==> src/rtl/fmap_ctrl_pkg.sv <==
// -----------------------------------------------------------------------------
// fmap_ctrl_pkg
// Shared types and helpers for the feature-map frame controller.
//   state_t  : frame sequencer states (idle, streaming, draining, done pulse)
//   cnt_w()  : width of a counter that must hold 0..maxval
//   coord_w(): width of an output-map coordinate counter for n positions (min 1)
// -----------------------------------------------------------------------------
package fmap_ctrl_pkg;

    typedef enum logic [1:0] {
        S_IDLE  = 2'd0,
        S_RUN   = 2'd1,
        S_DRAIN = 2'd2,
        S_DONE  = 2'd3
    } state_t;

    function automatic int cnt_w(input int maxval);
        return (maxval < 1) ? 1 : $clog2(maxval) + 1;
    endfunction

    function automatic int coord_w(input int n);
        return (n <= 1) ? 1 : $clog2(n);
    endfunction

endpackage

==> src/rtl/fmap_valid_pipe.sv <==
// -----------------------------------------------------------------------------
// fmap_valid_pipe
// DEPTH-deep 1-bit shift register carrying the "complete window" flag alongside
// the engine pipeline. Shifts every cycle; cleared asynchronously on reset so no
// stale flag survives a mid-frame reset.
// Ports:
//   clk_i   in  1  clock
//   rst_ni  in  1  asynchronous active-low clear
//   din_i   in  1  flag entering the pipe
//   dout_o  out 1  flag delayed by DEPTH cycles
// -----------------------------------------------------------------------------
module fmap_valid_pipe #(
    parameter int DEPTH = 3
) (
    input  logic clk_i,
    input  logic rst_ni,
    input  logic din_i,
    output logic dout_o
);

    logic [DEPTH-1:0] sr_q;

    generate
        if (DEPTH == 1) begin : g_single
            always_ff @(posedge clk_i or negedge rst_ni) begin
                if (!rst_ni) sr_q <= '0;
                else         sr_q <= din_i;
            end
        end else begin : g_multi
            always_ff @(posedge clk_i or negedge rst_ni) begin
                if (!rst_ni) sr_q <= '0;
                else         sr_q <= {sr_q[DEPTH-2:0], din_i};
            end
        end
    endgenerate

    assign dout_o = sr_q[DEPTH-1];

endmodule

==> src/rtl/featuremap_frame_ctrl.sv <==
// -----------------------------------------------------------------------------
// featuremap_frame_ctrl
// Frame sequencer for one conv2d5x5 feature-map engine. After a start pulse it
// gates one IMG_W x IMG_H raster frame into the engine, tracks row/col of each
// accepted pixel and masks engine results whose KxK window is incomplete. Once
// the engine pipeline drains it pulses done for one cycle.
// Ports:
//   clock          in   1       system clock
//   reset          in   1       asynchronous active-low reset
//   start          in   1       frame start request (honoured only when idle)
//   busy           out  1       frame in progress (RUN/DRAIN/DONE)
//   done           out  1       one-cycle frame-complete pulse
//   in_data        in   DWIDTH  source pixel
//   in_valid       in   1       source pixel valid
//   in_ready       out  1       pixel accepted when in_valid & in_ready
//   eng_data_in    out  DWIDTH  pixel to engine
//   eng_valid      out  1       pixel valid to engine (= accept)
//   eng_data_out   in   DWIDTH  engine result
//   eng_valid_out  in   1       engine result valid
//   out_data       out  DWIDTH  result
//   out_valid      out  1       result from a complete KxK window
//   out_row/out_col (only with FMAP_COORD_EN) output-map coordinate of the beat
// Configuration macro: FMAP_COORD_EN adds out_row/out_col and their counters.
// -----------------------------------------------------------------------------
module featuremap_frame_ctrl
    import fmap_ctrl_pkg::*;
#(
    parameter int DWIDTH   = 8,
    parameter int IMG_W    = 32,
    parameter int IMG_H    = 32,
    parameter int K        = 5,
    parameter int PIPE_LAT = 3,
    localparam int ORW     = coord_w(IMG_H - K + 1),
    localparam int OCW     = coord_w(IMG_W - K + 1)
) (
    input  logic              clock,
    input  logic              reset,
    input  logic              start,
    output logic              busy,
    output logic              done,
    input  logic [DWIDTH-1:0] in_data,
    input  logic              in_valid,
    output logic              in_ready,
    output logic [DWIDTH-1:0] eng_data_in,
    output logic              eng_valid,
    input  logic [DWIDTH-1:0] eng_data_out,
    input  logic              eng_valid_out,
    output logic [DWIDTH-1:0] out_data,
    output logic              out_valid
`ifdef FMAP_COORD_EN
    ,
    output logic [ORW-1:0]    out_row,
    output logic [OCW-1:0]    out_col
`endif
);

    localparam int RW = cnt_w(IMG_H - 1);
    localparam int CW = cnt_w(IMG_W - 1);
    localparam int DW = cnt_w(PIPE_LAT - 1);

    localparam logic [RW-1:0] ROW_LAST  = RW'(IMG_H - 1);
    localparam logic [CW-1:0] COL_LAST  = CW'(IMG_W - 1);
    localparam logic [RW-1:0] ROW_FIRST = RW'(K - 1);
    localparam logic [CW-1:0] COL_FIRST = CW'(K - 1);
    localparam logic [DW-1:0] DRN_LAST  = DW'(PIPE_LAT - 1);

    state_t        state_q, state_d;
    logic [RW-1:0] row_q, row_d;
    logic [CW-1:0] col_q, col_d;
    logic [DW-1:0] drain_q, drain_d;

    logic accept;
    logic win;
    logic tap;

    assign busy        = (state_q != S_IDLE);
    assign done        = (state_q == S_DONE);
    assign in_ready    = (state_q == S_RUN);
    assign accept      = in_valid & in_ready;
    assign eng_valid   = accept;
    assign eng_data_in = in_data;

    // A result is kept only if its window's bottom-right pixel lies at or beyond
    // row K-1 / col K-1; the flag rides beside the engine for PIPE_LAT cycles.
    assign win = accept & (row_q >= ROW_FIRST) & (col_q >= COL_FIRST);

    fmap_valid_pipe #(
        .DEPTH (PIPE_LAT)
    ) u_valid_pipe (
        .clk_i  (clock),
        .rst_ni (reset),
        .din_i  (win),
        .dout_o (tap)
    );

    assign out_valid = eng_valid_out & tap;
    assign out_data  = eng_data_out;

    always_ff @(posedge clock or negedge reset) begin
        if (!reset) begin
            state_q <= S_IDLE;
            row_q   <= '0;
            col_q   <= '0;
            drain_q <= '0;
        end else begin
            state_q <= state_d;
            row_q   <= row_d;
            col_q   <= col_d;
            drain_q <= drain_d;
        end
    end

    always_comb begin
        state_d = state_q;
        row_d   = row_q;
        col_d   = col_q;
        drain_d = drain_q;
        unique case (state_q)
            S_IDLE: begin
                if (start) begin
                    state_d = S_RUN;
                    row_d   = '0;
                    col_d   = '0;
                end
            end
            S_RUN: begin
                if (accept) begin
                    if (col_q == COL_LAST) begin
                        col_d = '0;
                        if (row_q == ROW_LAST) begin
                            row_d   = '0;
                            drain_d = '0;
                            state_d = S_DRAIN;
                        end else begin
                            row_d = row_q + 1'b1;
                        end
                    end else begin
                        col_d = col_q + 1'b1;
                    end
                end
            end
            // Hold off done until the last pixel's result has left the engine.
            S_DRAIN: begin
                if (drain_q == DRN_LAST) state_d = S_DONE;
                else                     drain_d = drain_q + 1'b1;
            end
            S_DONE: begin
                state_d = S_IDLE;
            end
            default: begin
                state_d = S_IDLE;
            end
        endcase
    end

`ifdef FMAP_COORD_EN
    localparam logic [OCW-1:0] OCOL_LAST = OCW'(IMG_W - K);

    logic [ORW-1:0] orow_q, orow_d;
    logic [OCW-1:0] ocol_q, ocol_d;

    always_ff @(posedge clock or negedge reset) begin
        if (!reset) begin
            orow_q <= '0;
            ocol_q <= '0;
        end else begin
            orow_q <= orow_d;
            ocol_q <= ocol_d;
        end
    end

    // Coordinates describe the current beat and advance after it.
    always_comb begin
        orow_d = orow_q;
        ocol_d = ocol_q;
        if (done) begin
            orow_d = '0;
            ocol_d = '0;
        end else if (out_valid) begin
            if (ocol_q == OCOL_LAST) begin
                ocol_d = '0;
                orow_d = orow_q + 1'b1;
            end else begin
                ocol_d = ocol_q + 1'b1;
            end
        end
    end

    assign out_row = orow_q;
    assign out_col = ocol_q;
`endif

endmodule

==> config.mk <==
export PLATFORM = sky130hd
export DESIGN_NAME = featuremap_frame_ctrl
export DESIGN_NICKNAME = d
export VERILOG_FILES = /design/src/rtl/fmap_ctrl_pkg.sv /design/src/rtl/fmap_valid_pipe.sv /design/src/rtl/featuremap_frame_ctrl.sv
export SDC_FILE = /design/constraint.sdc
export NUM_CORES = 1
export LEC_CHECK = 0
export CAP_MARGIN = 25
export CORE_UTILIZATION = 42
export DETAILED_ROUTE_END_ITERATION = 10
export GPL_TIMING_DRIVEN = 1
export PLACE_DENSITY = 0.81
export SLEW_MARGIN = 15
export SYNTH_ARGS = -nofsm -noshare
export SYNTH_HDL_FRONTEND = slang
export SYNTH_HIERARCHICAL = 1
export SYNTH_SLANG_ARGS = --single-unit
==> constraint.sdc <==
create_clock -name clock -period 2.5 [get_ports clock]
set_input_delay 0.5 -clock clock [delete_from_list [all_inputs] [get_ports clock]]
set_output_delay 0.5 -clock clock [all_outputs]
set_load 0.1 [all_outputs]
==> summary.md, run 1 <==
* Inserted Clock Buffers: 3
* clk_lat worst skew: 0.31 ns
* via count of the first global-routing pass: 1,063
* worst r2r src: state_q[1]$_DFFE_PN0P_
* min-delay worst type: register to register
* portion of netlist area occupied by mux cells: 1.84%
* Yosys cell types: 44
* R2R Setup Slk: 0.52 ns
* Seq/Total Area, Yosys: 34.9%
* post-route core utilization: 46.8%
* number of sinks driven by the clock tree: 19
* Tcrit/Tclk final: 91.4%
* number of antenna repair diodes: 0
* VDD IR-drop max: 0.443 mV
* Slew headroom: 69.0%
* library cell used as clock root buffer: sky130_fd_sc_hd__clkbuf_4
* Post-Syn Area: 1360 um2
* Worst Path Class, Setup: register to primary output
* total of buffers placed on input and output ports: 9
* die boundary width: 58.9 um
* wire length per cell: 14.9 um
* Overflow after GRT: 0
* flops & latches, synth: 19
* most frequent cells in the layout: sky130_fd_sc_hd__dfrtp_1 (19), sky130_fd_sc_hd__nand2_1 (17), sky130_fd_sc_hd__inv_1 (10), sky130_fd_sc_hd__nand3_1 (9), sky130_fd_sc_hd__ha_1 (9)
* RD Place Congestion: 0.927
* number of gates resized after CTS: 0
* number of setup buffers added after CTS: 0
* post-DP HPWL: 2.10 mm
* total number of placement rows: 20
* Top FF cell, synth: sky130_fd_sc_hd__dfrtp_1
* kind of cell adding the most delay to the critical path: flip-flops
* Max Fanout on Critical Path: 11
* Tightest Pin Transition: 0.464 ns
* highest cell delay on the worst timing path: 0.44 ns
* Slew Limit Fails: 0
* count of cells along the worst hold path: 0
* final count of negative-setup-slack endpoints: 0
* number of I/O pins: 42
* Synth Area per Inst: 9.26 um2
* Setup WS pre-CTS: 0.326 ns
* Synth-to-Final Area Change: 4.87%
* Critical path buffers and inverters: 2
* Total Neg Setup Slack: 0 ns
* worst path setup slack after routing: 0.215 ns
* register clock-pin slew on the reported worst setup and hold paths: 0.11 ns
* count of routing violations after the opening detailed-route iteration: 62
* count of mapped cells out of synthesis: 147
* via count: 1,074
* unrepaired setup endpoints after global routing: false
* worst hold path endpoint: u_valid_pipe/sr_q[2]$_DFF_PN0_
* critical path launch point type: register
* initial standard-cell utilization of the core: 44.6%
* number of remaining DRC errors: 0
* result of the run: complete, no violations
* startpoint of the lowest-slack hold path: u_valid_pipe/sr_q[1]$_DFF_PN0_
* final worst clock skew: 0.00413 ns
* total wire length: 2.76 mm
* via count normalized by instance count: 5.81
* Overall Global Routing Usage: 18.0%
* number of iterations in the first detailed-routing pass: 5
* Pleak: 0.595 nW
* Req. time, crit path: 2.00 ns
* Reg2Reg Depth: 6
* reg-to-reg critical path endpoint: col_q[3]$_DFFE_PN0P_
* H-tree level count: 1
* total power consumption of the routed design: 1.74 mW
* initial antenna violation count: 0
* simple-gate share of the synthesized area: 21.5%
* max-cap violation count: 0
* compound-gate portion of the synthesized area: 18.2%
* post-route minimum period: 2.29 ns
* area of the placeable core: 3050 um2
* number of warnings reported in the yosys synthesis log: 6
* Crit path arrival time: 1.79 ns
* TritonCTS clock tree: done
* pin count of the biggest net entering global routing: 20
* pwr dens: 1220 nW/um2
* series of cell instances along the critical path: inv_1 > ha_2 > and2_1 > buf_12
* number of flops mapped to enable cells by yosys: 0
* final hold violations: 0
* maximum clock rate: 438 MHz
* Final nets: 173
* Max stage delay cell, worst path: sky130_fd_sc_hd__dfrtp_1
* kind of end point of the critical path: primary output
* Post-CTS Hold Buffers: 0
* share of post-route cells with drive strength above 1: 14.2%
* number of buffers between clock root and the deepest sink: 2
* net count after synthesis: 178
* asr flop ratio synth: 100%
* number of routed nets with antenna violations: 0
* most common cell after layout, fill and taps aside: sky130_fd_sc_hd__dfrtp_1
* combinational family with the most area after synthesis: simple AND/OR/NAND/NOR gates
* area of the die: 3470 um2
* wire length of the first global-routing pass: 4.69 mm
* XOR/XNOR share of the synthesized area: 0.643%
* Die Ht: 58.9 um
* adder-cell share of the synthesized area: 9.19%
[cells in the mapped netlist, types with 2 or more instances]
master / count / area, um2
sky130_fd_sc_hd__dfrtp_1: 19 / 475
sky130_fd_sc_hd__nand2b_1: 5 / 31.3
sky130_fd_sc_hd__nand3_1: 9 / 45.0
sky130_fd_sc_hd__a32oi_1: 2 / 17.5
sky130_fd_sc_hd__a21oi_1: 3 / 15.0
sky130_fd_sc_hd__nand3b_1: 2 / 15.0
sky130_fd_sc_hd__buf_2: 2 / 10.0
sky130_fd_sc_hd__and2_1: 3 / 18.8
sky130_fd_sc_hd__nor3_1: 2 / 10.0
sky130_fd_sc_hd__clkbuf_1: 2 / 7.51
sky130_fd_sc_hd__nor2_1: 6 / 22.5
sky130_fd_sc_hd__inv_1: 10 / 37.5
sky130_fd_sc_hd__a32o_1: 2 / 20.0
sky130_fd_sc_hd__nand4_1: 2 / 12.5
sky130_fd_sc_hd__ha_1: 10 / 125
sky130_fd_sc_hd__o21ai_0: 4 / 20.0
sky130_fd_sc_hd__o221ai_1: 2 / 17.5
sky130_fd_sc_hd__o31ai_1: 3 / 22.5
sky130_fd_sc_hd__or2_2: 2 / 12.5
sky130_fd_sc_hd__buf_4: 16 / 120
sky130_fd_sc_hd__nor4_1: 2 / 12.5
sky130_fd_sc_hd__nand2_1: 17 / 63.8
[routing by layer]
| layer | track usage, % | wire length (um) |
|---|---|---|
| met5 | 0 | 0 |
| met4 | 10.2 | 80 |
| met3 | 3.52 | 184 |
| met2 | 31.0 | 1380 |
| met1 | 20.9 | 1110 |
[power by group]
| part | internal [mW] | switching (mW) | leakage [nW] | total (mW) |
|---|---|---|---|---|
| Clock | 0.0599 | 0.105 | 0.0177 | 0.165 |
| Combinational | 0.372 | 0.663 | 0.326 | 1.04 |
| Sequential | 0.411 | 0.129 | 0.252 | 0.540 |
[cells by family (layout without fill, tap and decap cells)]
logic type / Yosys count / count (layout)
compound gates: 29 / 29
flops: 19 / 19
xor+xnor: 1 / 1
mux: 2 / 2
simple gates: 55 / 55
buf+inv: 31 / 25
fa+ha+maj: 10 / 10
[registers in the layout, indices dropped and copies added (netlist names)]
register and cells:
state_q 2, drain_q 2, col_q 6, row_q 6
u_valid_pipe/sr_q 3
[stage by stage]
step | instance area [um2] | cells | hold WS (ns)
finish | 1430 | 185 | 0.367
floorplan | 1370 | 147 | 0.204
global placement | 1400 | 181 | 0.336
CTS | 1430 | 185 | 0.371
global route | 1430 | 185 | 0.393
detailed placement | 1400 | 181 | 0.344
[final cells by class]
class,instances,area [um2]
clock buffers,3,22.5
clock inverters,1,5.00
fillers,287,1630
inverters,10,37.5
multi-input cells,97,702
flip-flops and latches,19,475
well taps,44,55.1
repair buffers,11,130
[worst max path at each step]
| stage | startpoint | endpoint | slack [ns] | cells after the start |
|---|---|---|---|---|
| 6_report | state_q[1]$_DFFE_PN0P_ | eng_valid | 0.21 | 4 |
| 5_1_grt | state_q[1]$_DFFE_PN0P_ | eng_valid | 0.14 | 4 |
| 4_1_cts | state_q[1]$_DFFE_PN0P_ | eng_valid | 0.23 | 4 |
| 3_5_place_dp | start | state_q[1]$_DFFE_PN0P_ | 0.33 | 5 |
| 3_3_place_gp | start | state_q[1]$_DFFE_PN0P_ | 0.40 | 5 |
| 2_1_floorplan | state_q[1]$_DFFE_PN0P_ | row_q[5]$_DFFE_PN0P_ | 0.17 | 8 |
Power figures use the tool's default switching activity.
==> run 2, diff against run 1 <==
--- a/constraint.sdc
+++ b/constraint.sdc
@@ -3,2 +3,2 @@
 set_output_delay 0.5 -clock clock [all_outputs]
-set_load 0.1 [all_outputs]
+set_load 0.01 [all_outputs]
==> run 2 against run 1 <==
Flip-flop and latch count did not move. Final area fell by 1.4%. Clock power fell by 5%. Critical path depth did not move. Sequential share of layout area rose by 0.47 points. Power fell by 14%. Clock-buffer cell count did not move. Largest power group unchanged.
==> summary.md, run 2 (synthesis results as in run 1) <==
* Inserted Clock Buffers: 3, unchanged
* number of I/O pins: 42, unchanged
* number of buffers between clock root and the deepest sink: 2, unchanged
* die boundary width: 58.9 um, unchanged
* share of power burned in registers: 36.1%, was 31.0%
* initial standard-cell utilization of the core: 44.6%, unchanged
* Req. time, crit path: 2.00 ns, about the same
* RD Place Congestion: 0.878, was 0.927
* wire length per cell: 14.6 um, was 14.9 um
* highest cell delay on the worst timing path: 0.54 ns, was 0.44 ns
* wire length of the first global-routing pass: 4.50 mm, was 4.69 mm
* Pleak: 0.586 nW, was 0.595 nW
* worst hold path endpoint: u_valid_pipe/sr_q[2]$_DFF_PN0_, unchanged
* combinational cell fraction of total power: 53.4%, was 59.5%
* Worst Path Class, Setup: register to primary output, unchanged
* Post-CTS Hold Buffers: 0, unchanged
* min-delay worst type: register to register, unchanged
* Max stage delay cell, worst path: sky130_fd_sc_hd__clkdlybuf4s50_1, was sky130_fd_sc_hd__dfrtp_1
* via count: 1,052, was 1,074
* most common cell after layout, fill and taps aside: sky130_fd_sc_hd__dfrtp_1, unchanged
* startpoint of the lowest-slack hold path: u_valid_pipe/sr_q[1]$_DFF_PN0_, unchanged
* switching share of power: 45.1%, was 51.6%
* area of the die: 3470 um2, unchanged
* post-route minimum period: 2.34 ns, was 2.29 ns
* Tcrit/Tclk final: 93.5%, was 91.4%
* post-DP HPWL: 2.03 mm, was 2.10 mm
* most frequent cells in the layout: sky130_fd_sc_hd__dfrtp_1 (19), sky130_fd_sc_hd__nand2_1 (17), sky130_fd_sc_hd__inv_1 (10), sky130_fd_sc_hd__ha_1 (10), was sky130_fd_sc_hd__dfrtp_1 (19), sky130_fd_sc_hd__nand2_1 (17), sky130_fd_sc_hd__inv_1 (10), sky130_fd_sc_hd__nand3_1 (9), sky130_fd_sc_hd__ha_1 (9)
* routing usage on met2: 29.7%, was 31.0%
* total of buffers placed on input and output ports: 9, unchanged
* Reg2Reg Depth: 7, was 6
* Crit path arrival time: 1.84 ns, was 1.79 ns
* number of gates resized after CTS: 0, unchanged
* total wire length: 2.72 mm, was 2.76 mm
* largest registers: col_q x6, row_q x6, u_valid_pipe/sr_q x3, unchanged
* clock network power share: 10.5%, was 9.5%
* Slew headroom: 65.6%, was 69.0%
* initial antenna violation count: 0, unchanged
* R2R Setup Slk: 0.42 ns, was 0.52 ns
* total number of placement rows: 20, unchanged
* share of post-route cells with drive strength above 1: 10.6%, was 14.2%
* TritonCTS clock tree: done, unchanged
* count of routing violations after the opening detailed-route iteration: 65, was 62
* pin count of the biggest net entering global routing: 20, unchanged
* net switching component of the power: 0.675 mW, was 0.897 mW
* area of the placeable core: 3050 um2, unchanged
* Slew Limit Fails: 0, unchanged
* Overall Global Routing Usage: 17.3%, was 18.0%
* Total Neg Setup Slack: 0 ns, unchanged
* worst r2r src: state_q[1]$_DFFE_PN0P_, unchanged
* Overflow after GRT: 0, unchanged
* final worst clock skew: 0.00488 ns, was 0.00413 ns
* kind of end point of the critical path: primary output, unchanged
* fill count: 297, was 287
* GR Layer Usage met3: 4.62%, was 3.52%
* clk_lat worst skew: 0.30 ns, was 0.31 ns
* Synth-to-Final Area Change: 3.40%, was 4.87%
* pwr dens: 1060 nW/um2, was 1220 nW/um2
* number of iterations in the first detailed-routing pass: 4, was 5
* VDD IR-drop max: 0.498 mV, was 0.443 mV
* count of cells along the worst hold path: 0, unchanged
* number of routed nets with antenna violations: 0, unchanged
* internal cell power: 0.820 mW, was 0.842 mW
* number of sinks driven by the clock tree: 19, unchanged
* number of antenna repair diodes: 0, unchanged
* CP Launch Point: state_q[1]$_DFFE_PN0P_, unchanged
* GR Layer Usage met1: 20.2%, was 20.9%
* final count of negative-setup-slack endpoints: 0, unchanged
* Max Fanout on Critical Path: 5, was 11
* critical path launch point type: register, unchanged
* Final nets: 174, was 173
* max-cap violation count: 0, unchanged
* Top Usage Layer GRT: met2, unchanged
* via count normalized by instance count: 5.66, was 5.81
* maximum clock rate: 428 MHz, was 438 MHz
* result of the run: complete, no violations, unchanged
* final hold violations: 0, unchanged
* H-tree level count: 1, unchanged
* register clock-pin slew on the reported worst setup and hold paths: 0.11 ns, about the same
* number of remaining DRC errors: 0, unchanged
* series of cell instances along the critical path: inv_1 > ha_1 > and2_1 > clkdlybuf4s50_1, was inv_1 > ha_2 > and2_1 > buf_12
* via count of the first global-routing pass: 1,045, was 1,063
* library cell used as clock root buffer: sky130_fd_sc_hd__clkbuf_4, unchanged
* Tightest Pin Transition: 0.515 ns, was 0.464 ns
* unrepaired setup endpoints after global routing: false, unchanged
* number of setup buffers added after CTS: 0, unchanged
* total power consumption of the routed design: 1.50 mW, was 1.74 mW
* reg-to-reg critical path endpoint: row_q[1]$_DFFE_PN0P_, was col_q[3]$_DFFE_PN0P_
* Die Ht: 58.9 um, unchanged
## run 2: final cells by class
class / count / area, um2 / share of cell area (%)
clock inverter: 1 / 5.00 / 0.356
timing repair buffer: 12 / 113 / 8.00
clock buffer: 3 / 22.5 / 1.60
tap: 44 / 55.1 / 3.91
multi-input combinational: 97 / 699 / 49.7
inverter: 10 / 37.5 / 2.67
sequential: 19 / 475 / 33.8
## run 2: critical path: cells and delay by family (launching register included)
kind | cells | cell delay (ns)
and+or+nand+nor | 1 | 0.17
buffers and inverters | 2 | 0.67
adders and majority gates | 1 | 0.26
DFF | 1 | 0.45
## run 2: worst max-delay path by stage
stage / end / cells past startpoint
global route: eng_valid / 4
detailed placement: eng_valid / 3
CTS: eng_valid / 4
global placement: eng_valid / 3
floorplan: row_q[5]$_DFFE_PN0P_ / 8
finish: eng_valid / 4
## run 2: metrics by stage
stage	area [um2]	utilization (%)	hold WS (ns)	setup slack (ns)	cells
floorplan	1360	-	0.204	0.695	147
global placement	1380	45.2	0.337	0.339	182
detailed placement	1380	45.2	0.343	0.310	182
CTS	1410	46.1	0.366	0.146	186
global route	1410	46.1	0.382	0.0759	186
finish	1410	46.1	0.364	0.162	186
## run 2: power groups by stage
stage | sequential [mW] | clock (mW) | combinational [mW]
finish | 0.540 | 0.157 | 0.799
global placement | 0.528 | 0 | 0.747
floorplan | 0.509 | 0 | 0.610
CTS | 0.535 | 0.167 | 0.796
global route | 0.555 | 0.178 | 0.878
detailed placement | 0.543 | 0 | 0.793
## run 2: routing by layer
metal	wire [um]	vias to the layer above
met5	0	-
li1	-	494
met2	1330	36
met3	168	8
met1	1180	514
met4	43	0
